**src/rtl/rv32_mem_pkg.sv**
```systemverilog
// Shared types and constants for the RV32 instruction/data memory interconnect.
// Round-robin arbitration is selected elsewhere by defining RV32_MEM_RR_ARB_EN.
package rv32_mem_pkg;

  typedef enum logic [1:0] {
    IDLE   = 2'd0,
    ACCESS = 2'd1,
    WAIT   = 2'd2,
    RESP   = 2'd3
  } state_t;

  localparam logic MID_I = 1'b0;
  localparam logic MID_D = 1'b1;

  localparam int unsigned WAIT_CNT_W = 4;

endpackage

```
**src/rtl/rv32_mem_arbiter.sv**
```systemverilog
// Two-master grant logic for the shared memory port.
// Fixed data-over-fetch priority by default; RV32_MEM_RR_ARB_EN adds a round-robin pointer.
module rv32_mem_arbiter
  import rv32_mem_pkg::*;
(
`ifdef RV32_MEM_RR_ARB_EN
  input  logic clk,
  input  logic reset_n,
  input  logic i_grant_en,
`endif
  input  logic i_i_req,
  input  logic i_d_req,
  output logic o_grant_valid,
  output logic o_grant_id
);

  assign o_grant_valid = i_i_req | i_d_req;

`ifdef RV32_MEM_RR_ARB_EN
  logic r_prio_d;

  // After every grant the loser of that grant becomes the preferred master.
  always_ff @(posedge clk or negedge reset_n) begin
    if (!reset_n) begin
      r_prio_d <= 1'b1;
    end else if (i_grant_en && o_grant_valid) begin
      r_prio_d <= (o_grant_id == MID_I);
    end
  end

  always_comb begin
    o_grant_id = MID_I;
    if (i_i_req && i_d_req) begin
      o_grant_id = r_prio_d ? MID_D : MID_I;
    end else if (i_d_req) begin
      o_grant_id = MID_D;
    end
  end
`else
  assign o_grant_id = i_d_req ? MID_D : MID_I;
`endif

endmodule

```
**src/rtl/rv32_mem_interconnect.sv**
```systemverilog
// Shares one synchronous single-port memory between the fetch and load/store ports.
// Define RV32_MEM_RR_ARB_EN for round-robin arbitration instead of fixed data priority.
module rv32_mem_interconnect
  import rv32_mem_pkg::*;
#(
  parameter int unsigned     AW          = 32,
  parameter int unsigned     DW          = 32,
  parameter logic [AW-1:0]   MEM_BASE    = '0,
  parameter longint unsigned MEM_SIZE    = 4096,
  parameter int unsigned     WAIT_STATES = 0
) (
  input  logic            clk,
  input  logic            reset_n,
  input  logic            i_req,
  input  logic [AW-1:0]   i_addr,
  output logic            i_ready,
  output logic [DW-1:0]   i_rdata,
  output logic            i_err,
  input  logic            d_req,
  input  logic            d_we,
  input  logic [DW/8-1:0] d_be,
  input  logic [AW-1:0]   d_addr,
  input  logic [DW-1:0]   d_wdata,
  output logic            d_ready,
  output logic [DW-1:0]   d_rdata,
  output logic            d_err,
  output logic            m_en,
  output logic [DW/8-1:0] m_we,
  output logic [AW-3:0]   m_addr,
  output logic [DW-1:0]   m_wdata,
  input  logic [DW-1:0]   m_rdata
);

  localparam logic [AW:0]             MEM_SIZE_EXT = (AW+1)'(MEM_SIZE);
  localparam logic [WAIT_CNT_W-1:0]   WAIT_LOAD    = WAIT_CNT_W'(WAIT_STATES);

  state_t                r_state;
  logic                  r_id;
  logic                  r_we;
  logic                  r_err;
  logic [DW/8-1:0]       r_be;
  logic [DW-1:0]         r_wdata;
  logic [DW-1:0]         r_rdata;
  logic [AW-3:0]         r_maddr;
  logic [WAIT_CNT_W-1:0] r_cnt;

  logic                  w_idle;
  logic                  w_gvalid;
  logic                  w_gid;
  logic [AW-1:0]         w_addr;
  logic [AW-1:0]         w_off;
  logic                  w_borrow;
  logic                  w_in_range;
  logic                  w_misal;
  logic                  w_err;

  assign w_idle = (r_state == IDLE);

  rv32_mem_arbiter u_arb (
`ifdef RV32_MEM_RR_ARB_EN
    .clk           (clk),
    .reset_n       (reset_n),
    .i_grant_en    (w_idle),
`endif
    .i_i_req       (i_req),
    .i_d_req       (d_req),
    .o_grant_valid (w_gvalid),
    .o_grant_id    (w_gid)
  );

  // Offset computed one bit wider so an address below MEM_BASE shows up as a borrow
  // rather than wrapping into the window.
  assign w_addr                = (w_gid == MID_D) ? d_addr : i_addr;
  assign {w_borrow, w_off}     = {1'b0, w_addr} - {1'b0, MEM_BASE};
  assign w_in_range            = !w_borrow && ({1'b0, w_off} < MEM_SIZE_EXT);
  assign w_misal               = (w_gid == MID_I) && (w_addr[1:0] != 2'b00);
  assign w_err                 = !w_in_range || w_misal;

  always_ff @(posedge clk or negedge reset_n) begin
    if (!reset_n) begin
      r_state <= IDLE;
      r_id    <= MID_D;
      r_we    <= 1'b0;
      r_err   <= 1'b0;
      r_be    <= '0;
      r_wdata <= '0;
      r_rdata <= '0;
      r_maddr <= '0;
      r_cnt   <= '0;
    end else begin
      unique case (r_state)
        IDLE: begin
          if (w_gvalid) begin
            r_id    <= w_gid;
            r_we    <= (w_gid == MID_D) && d_we;
            r_be    <= (w_gid == MID_D) ? d_be : '0;
            r_wdata <= (w_gid == MID_D) ? d_wdata : '0;
            r_maddr <= w_off[AW-1:2];
            r_err   <= w_err;
            r_rdata <= '0;
            r_state <= w_err ? RESP : ACCESS;
          end
        end
        ACCESS: begin
          r_cnt   <= WAIT_LOAD;
          r_state <= WAIT;
        end
        WAIT: begin
          if (r_cnt == '0) begin
            r_rdata <= r_we ? '0 : m_rdata;
            r_state <= RESP;
          end else begin
            r_cnt <= r_cnt - WAIT_CNT_W'(1);
          end
        end
        RESP: begin
          r_state <= IDLE;
        end
        default: r_state <= IDLE;
      endcase
    end
  end

  assign i_ready = (r_state == RESP) && (r_id == MID_I);
  assign i_err   = i_ready && r_err;
  assign i_rdata = i_ready ? r_rdata : '0;

  assign d_ready = (r_state == RESP) && (r_id == MID_D);
  assign d_err   = d_ready && r_err;
  assign d_rdata = d_ready ? r_rdata : '0;

  assign m_en    = (r_state == ACCESS);
  assign m_we    = (m_en && r_we) ? r_be : '0;
  assign m_addr  = r_maddr;
  assign m_wdata = r_wdata;

endmodule

```
**config.mk**
```make
export PLATFORM = sky130hd
export DESIGN_NAME = rv32_mem_interconnect
export DESIGN_NICKNAME = d
export VERILOG_FILES = /design/src/rtl/rv32_mem_pkg.sv /design/src/rtl/rv32_mem_arbiter.sv /design/src/rtl/rv32_mem_interconnect.sv
export SDC_FILE = /design/constraint.sdc
export NUM_CORES = 1
export LEC_CHECK = 0
export CORE_AREA = 2 2 118 120
export CTS_CLUSTER_SIZE = 30
export DETAILED_ROUTE_END_ITERATION = 6
export DIE_AREA = 0 0 120 122
export GPL_TIMING_DRIVEN = 0
export HOLD_SLACK_MARGIN = 0.1
export PLACE_DENSITY = 0.81
export SKIP_LAST_GASP = 1
export SLEW_MARGIN = 20
export SYNTH_ARGS = -nofsm -noshare
export SYNTH_HDL_FRONTEND = slang
export SYNTH_HIERARCHICAL = 1
export SYNTH_SLANG_ARGS = --single-unit
```
**constraint.sdc**
```tcl
create_clock -name clk -period 2.2 [get_ports clk]
set_input_delay 0.22 -clock clk [delete_from_list [all_inputs] [get_ports clk]]
set_output_delay 0.22 -clock clk [all_outputs]
set_load 0.01 [all_outputs]
```
==> results.ini, run 1 <==
[status]
status=completed

[floorplan]
row_count=43
die_w_um=120
die-area_um2=14600
start_util_pct=39.2
pin_count=272
fp.dieH_um=122
core_um2=13500

[logic_synthesis]
yosysWarnings=6
synthTopCellsByArea=dfrtp_1 (50%), nand2_1 (13%), mux2i_1 (5.7%)
ys_seq_area_share_pct=50.7
synth_most_common_cell=nand2_1
netlist_area_um2=5290
yosysUniqueCellTypes=35
ys_ff_latch=107
synth_edf_count=0
syn_inst=584
syn_area_per_cell_um2=9.05
syn-num-nets=727
yosysTopAreaCell=dfrtp_1
synthTopCellsByCount=nand2_1 (178), dfrtp_1 (106), nand3_1 (43), and3_1 (37), o21ai_0 (36)
synth.top_cell.area_share_pct=50.2
postSynth.asyncResetShare_pct=100
synth_flop_cell=dfrtp_1

[setup_path]
cp.required_ns=1.98
critPathCaptureType=primary output
arrival_ns=1.96
critical_path_class=reg2out
cp-start-kind=register
path_max_fanout=10
cpPeakStageDelay_ns=0.63
crit_chain=clkbuf_2, and3_1, clkdlybuf4s50_1
critical-path-top-delay-family=buffers and inverters
crit_buf_inv=2
cp_slowest_cell=dfstp_2

[global_routing]
grt_pass1_vias=5109
grt_most_used_layer=met2
grt.total_usage_pct=23.4
grt_util_met2_pct=41.9
antenna_found_initial=0
grt_max_degree=64
gr-total-overflow=0
use_met1_pct=26.5
grt_pass1_wl_mm=26.6
grt_use_met3_pct=6.27

[clock_tree]
cts.clk_slew.worst_paths_ns=0.07
clkSinkCount=107
clockBufferDepth=2
cts-root-buf=clkbuf_16
numCtsBuffers=9
htreeDepth=3
clk_latency_ns=0.34
cts_tree=yes

[timing]
final.setup.tns_ns=0
maxSlewViolCount=0
setup_viol=0
maxSlewHeadroom_pct=69.1
whs_ns=0.384
min_period_ns=2.18
worst_pin_slew_ns=0.464
finalHoldViolCount=0
skew_ns=0.00488
period_share_pct=98.9
fmax_ghz=0.459

[power_and_ir_drop]
powerDensity_nw_per_um2=1180
switchingPower_mw=3.95
max-vdd-ir-drop_uv=528
power_frac_seq_pct=34.1
power_leakage_nw=4.34
p_comb_share_pct=50.1
p_clk_share_pct=15.8
p_int_mw=6.35
p_sw_share_pct=38.3

[place]
dp_hpwl_mm=13.1
place.gp.congestion=0.854
placed_area_um2=8230
portBuffers=269

[detailed_routing]
routedWlPerCell_um=16.3
initialDrtViolationCount=276
drt-vias-per-instance=4.94
routed_wl_mm=17.3
antenna_left=0
route.vias.total=5246
drt_first_pass_iters=4
route.detailed.drc=0

[flow_run]
maxCapViolCount=0

[cells_and_area]
syn_to_final_growth_pct=65.0
drive_above_1_share_pct=10.5
multi_input_area_um2=2400
num-fill-cells=1180
final_nets=1020
final_cell_area_um2=8730
antenna_cells=0
seqCellArea_um2=2680

[worst_hold_path]
worstHoldPathType=in2async

through the flow:
step / instances / setup WS, ns / utilization (%) / power [mW]
final: 1062 / 0.0235 / 64.6 / 10.3
after global routing: 1062 / -0.0206 / 64.6 / 11.0
after CTS: 1058 / -0.0731 / 63.9 / 10.3
after detailed placement: 1034 / -0.340 / 61.0 / 8.44
after global placement: 1033 / -3.28 / 60.8 / 8.32
after floorplan: 584 / 0.459 / - / 5.90
cell type report:
cell class	count	share of cell area [%]
buffer	43	3.24
clock buffer	12	2.82
clock inverter	4	0.573
inverter	6	0.258
multi-input combinational	428	27.5
sequential	107	30.7
tap	180	2.58
timing repair buffer	282	32.3
worst register-to-register path: stages (launching register included):
cell and delay [ns]:
dfrtp_1 0.42, buf_4 0.17, inv_1 0.10, ha_1 0.20, and2_1 0.15, clkbuf_2 0.29, clkbuf_1 0.40, nand3_1 0.13
nand2_1 0.09
final timing paths:
path	start	end	slack, ns	cells past startpoint
worst max-delay path	r_id	d_rdata[16]	0.02	3
worst min register to register	m_wdata[2]	m_wdata[2]	0.46	2
max in group asynchronous	reset_n	r_id	1.11	3
min in group clk	m_rdata[11]	r_rdata[11]	0.42	3
worst max register to register	r_state[0]	m_wdata[29]	0.18	8
worst min-delay path	reset_n	m_addr[8]	0.38	2
layer usage:
layer	vias up	share of wire, %
li1	2540	-
met1	2459	39
met2	225	51
met3	22	8.2
met4	0	2.3
met5	-	0
sequential cells by signal, summed over array words and instances, names as in the netlist:
signal and flops:
r_be 4, r_cnt 4, r_state 2, r_we 1, r_id 1, r_rdata 32, r_err 1, m_wdata 32
m_addr 30
cells in the final DEF (no fill, tap or decap), types with 4 or more instances in the layout:
cell / netlist / layout
clkbuf_2: 0 / 12
clkbuf_16: 0 / 9
clkbuf_8: 0 / 5
dlygate4sd2_1: 0 / 25
dfrtp_1: 106 / 106
o21ai_0: 36 / 36
buf_2: 7 / 7
buf_4: 1 / 11
buf_6: 6 / 7
ha_1: 6 / 4
nand3_1: 43 / 43
mux2i_1: 30 / 30
o21ai_2: 26 / 26
o21ai_1: 4 / 4
clkdlybuf4s50_1: 0 / 231
dlymetal6s2s_1: 0 / 12
nor3_1: 4 / 4
clkbuf_1: 28 / 12
and3_1: 37 / 37
and2_1: 35 / 35
nor4_1: 7 / 7
nand2_1: 178 / 178
inv_1: 6 / 6
power by group through the flow:
stage | Clock, mW | Combinational (mW) | Sequential [mW]
finish | 1.63 | 5.16 | 3.51
global route | 1.75 | 5.64 | 3.62
CTS | 1.68 | 5.09 | 3.50
detailed placement | 0 | 4.93 | 3.51
global placement | 0 | 4.84 | 3.48
floorplan | 0 | 2.26 | 3.65
cells by family after synthesis:
logic type                 after synthesis  synth area share (%)
xor gates and xnor gates                 1                 0.166
adders and majority gates                6                  1.42
AOI/OAI and AO/OA                       74                  9.23
DFF                                    107                  50.7
buffers and inverters                   50                  4.85
muxes                                   30                  5.68
and+or+nand+nor                        316                  28.0
timing repair:
item,4_1_cts,5_1_grt
pin swaps,1,1
cloned,3,0
resized for setup,45,37
setup endpoints to repair,70,96
hold buffers,1,0
hold endpoints to repair,44,0
setup buffers,4,5
Power figures use the tool's default switching activity.
==> run 2, diff against run 1 <==
- CORE_AREA: 2 2 118 120 -> 8 8 132 134
- DIE_AREA: 0 0 120 122 -> 0 0 140 142
- PLACE_DENSITY: 0.81 -> 0.72
==> results.ini, run 2 (synthesis results as in run 1) <==
[status]
status=completed

[cells_and_area]
syn_to_final_growth_pct=63.9
final_cell_area_um2=8670  ; -0.70%
antenna_cells=0  ; unchanged
drive_above_1_share_pct=10.5  ; -0.090 points
final_cell_mix=clkdlybuf4s50_1 (226), nand2_1 (178), dfrtp_1 (104), nand3_1 (43), and3_1 (37)
mostFrequentLayoutCell=clkdlybuf4s50_1
final_nets=1018  ; -0.20%

[setup_path]
path_max_fanout=8  ; -2
crit_chain=ha_4, nor2b_4, buf_4, clkbuf_8, buf_4, and2_1, clkdlybuf4s15_1
worstSetupStartpoint=r_state[0]
cpPeakStageDelay_ns=0.44  ; -0.19 ns
timing.rr.start=r_state[0]
worst_path_most_repeated_cell=buf_4
cp.required_ns=1.98  ; about the same
crit_buf_inv=4  ; +2
arrival_ns=1.93  ; -0.03 ns
critical-path-top-delay-family=buffers and inverters
critPathCaptureType=primary output
cp_slowest_cell=dfrtp_2
critical_path_class=reg2out
cp-start-kind=register

[timing]
maxSlewHeadroom_pct=63.1  ; -6.0 points
fmax_ghz=0.466  ; +1.4%
final.setup.tns_ns=0  ; unchanged
maxSlewViolCount=0  ; unchanged
finalHoldViolCount=0  ; unchanged
min_period_ns=2.15  ; -0.0307 ns
setup_viol=0  ; unchanged
skew_ns=0.00545  ; +0.000565 ns
period_share_pct=97.5  ; -1.4 points
rsz0062_at_grt=true
worst_pin_slew_ns=0.553  ; +0.0894 ns

[clock_tree]
clkSinkCount=107  ; unchanged
clk_latency_ns=0.35  ; about the same
clockBufferDepth=2  ; unchanged
htreeDepth=3  ; unchanged
numCtsBuffers=9  ; unchanged
cts_tree=yes
cts-root-buf=clkbuf_16
cts.clk_slew.worst_paths_ns=0.07  ; about the same

[global_routing]
gr-total-overflow=0  ; unchanged
grt_pass1_vias=5424  ; +6.2%
grt_max_degree=62  ; -3.1%
antenna_found_initial=0  ; unchanged
grt_pass1_wl_mm=30.4  ; +14%
grt.total_usage_pct=19.6  ; -3.8 points

[floorplan]
die-area_um2=19900  ; +36%
row_count=46  ; +7.0%
pin_count=272  ; unchanged
start_util_pct=34.3  ; -4.9 points
fp.dieH_um=142  ; +16%
die_w_um=140  ; +17%
core_um2=15400  ; +14%

[power_and_ir_drop]
powerDensity_nw_per_um2=1170  ; -0.52%
power_leakage_nw=4.27  ; -1.7%
max-vdd-ir-drop_uv=744  ; +41%

[detailed_routing]
route.vias.total=5213  ; -0.63%
routed_wl_mm=19.4  ; +12%
drt-vias-per-instance=4.86  ; -1.6%
routedWlPerCell_um=18.1  ; +11%
route.detailed.drc=0  ; unchanged
antenna_left=0  ; unchanged
initialDrtViolationCount=214  ; -22%
drt_first_pass_iters=4  ; unchanged

[worst_hold_path]
worstHoldPathType=in2async

[place]
dp_hpwl_mm=15.4  ; +18%
place.gp.congestion=0.820  ; -4.0%
placed_area_um2=8250  ; +0.18%
portBuffers=269  ; unchanged

[flow_run]
maxCapViolCount=0  ; unchanged

==> run 2: timing repair <==
action	in CTS	in global routing
endpoints found under the setup margin	68	93
hold endpoints to repair	46	0
setup buffers	7	3
gates resized for setup	57	30
pin swaps	1	1
hold buffers	1	0
==> run 2: routing by layer <==
| metal | global-route usage, % | up-vias | part of all wire [%] |
|---|---|---|---|
| met3 | 8.69 | 33 | 11 |
| met4 | 7.83 | 0 | 2.6 |
| met2 | 32.4 | 240 | 47 |
| met1 | 21.7 | 2399 | 40 |
| met5 | 0 | - | 0 |
| li1 | - | 2541 | - |
==> run 2: worst paths after layout <==
check,slack (ns),to,depth (start not counted)
hold reg to reg,0.47,m_wdata[3],2
max in group asynchronous,1.13,r_id,3
setup / recovery,0.05,i_rdata[27],7
setup reg to reg,0.22,m_addr[29],7
hold / removal,0.39,r_rdata[5],2
min in group clk,0.40,r_rdata[16],3
==> run 2: layout make-up <==
| type | instances | area [um2] |
|---|---|---|
| Buffer | 43 | 280 |
| Inverter | 6 | 22.5 |
| Timing Repair Buffer | 281 | 2780 |
| Multi-Input combinational cell | 427 | 2390 |
| Fill cell | 1430 | 6760 |
| Clock buffer | 11 | 243 |
| Sequential cell | 107 | 2680 |
| Clock inverter | 5 | 30.0 |
| Tap cell | 192 | 240 |
==> run 2: per-stage QoR <==
step / hold slack, ns / setup WS [ns] / cells / power, mW / util, %
after global routing: 0.415 / -0.0155 / 1072 / 10.9 / 56.2
after floorplan: -0.0756 / 0.459 / 584 / 5.90 / -
final: 0.386 / 0.0542 / 1072 / 10.2 / 56.2
after CTS: 0.392 / -0.0528 / 1070 / 10.2 / 55.8
after global placement: 0.447 / -3.42 / 1045 / 8.45 / 53.3
after detailed placement: 0.189 / -0.433 / 1046 / 8.55 / 53.5
==> run 2: power by group <==
part           internal (mW)  total (mW)  switching, mW
combinational           2.49        5.15           2.66
sequential              2.91        3.50          0.594
clock                  0.794        1.52          0.730
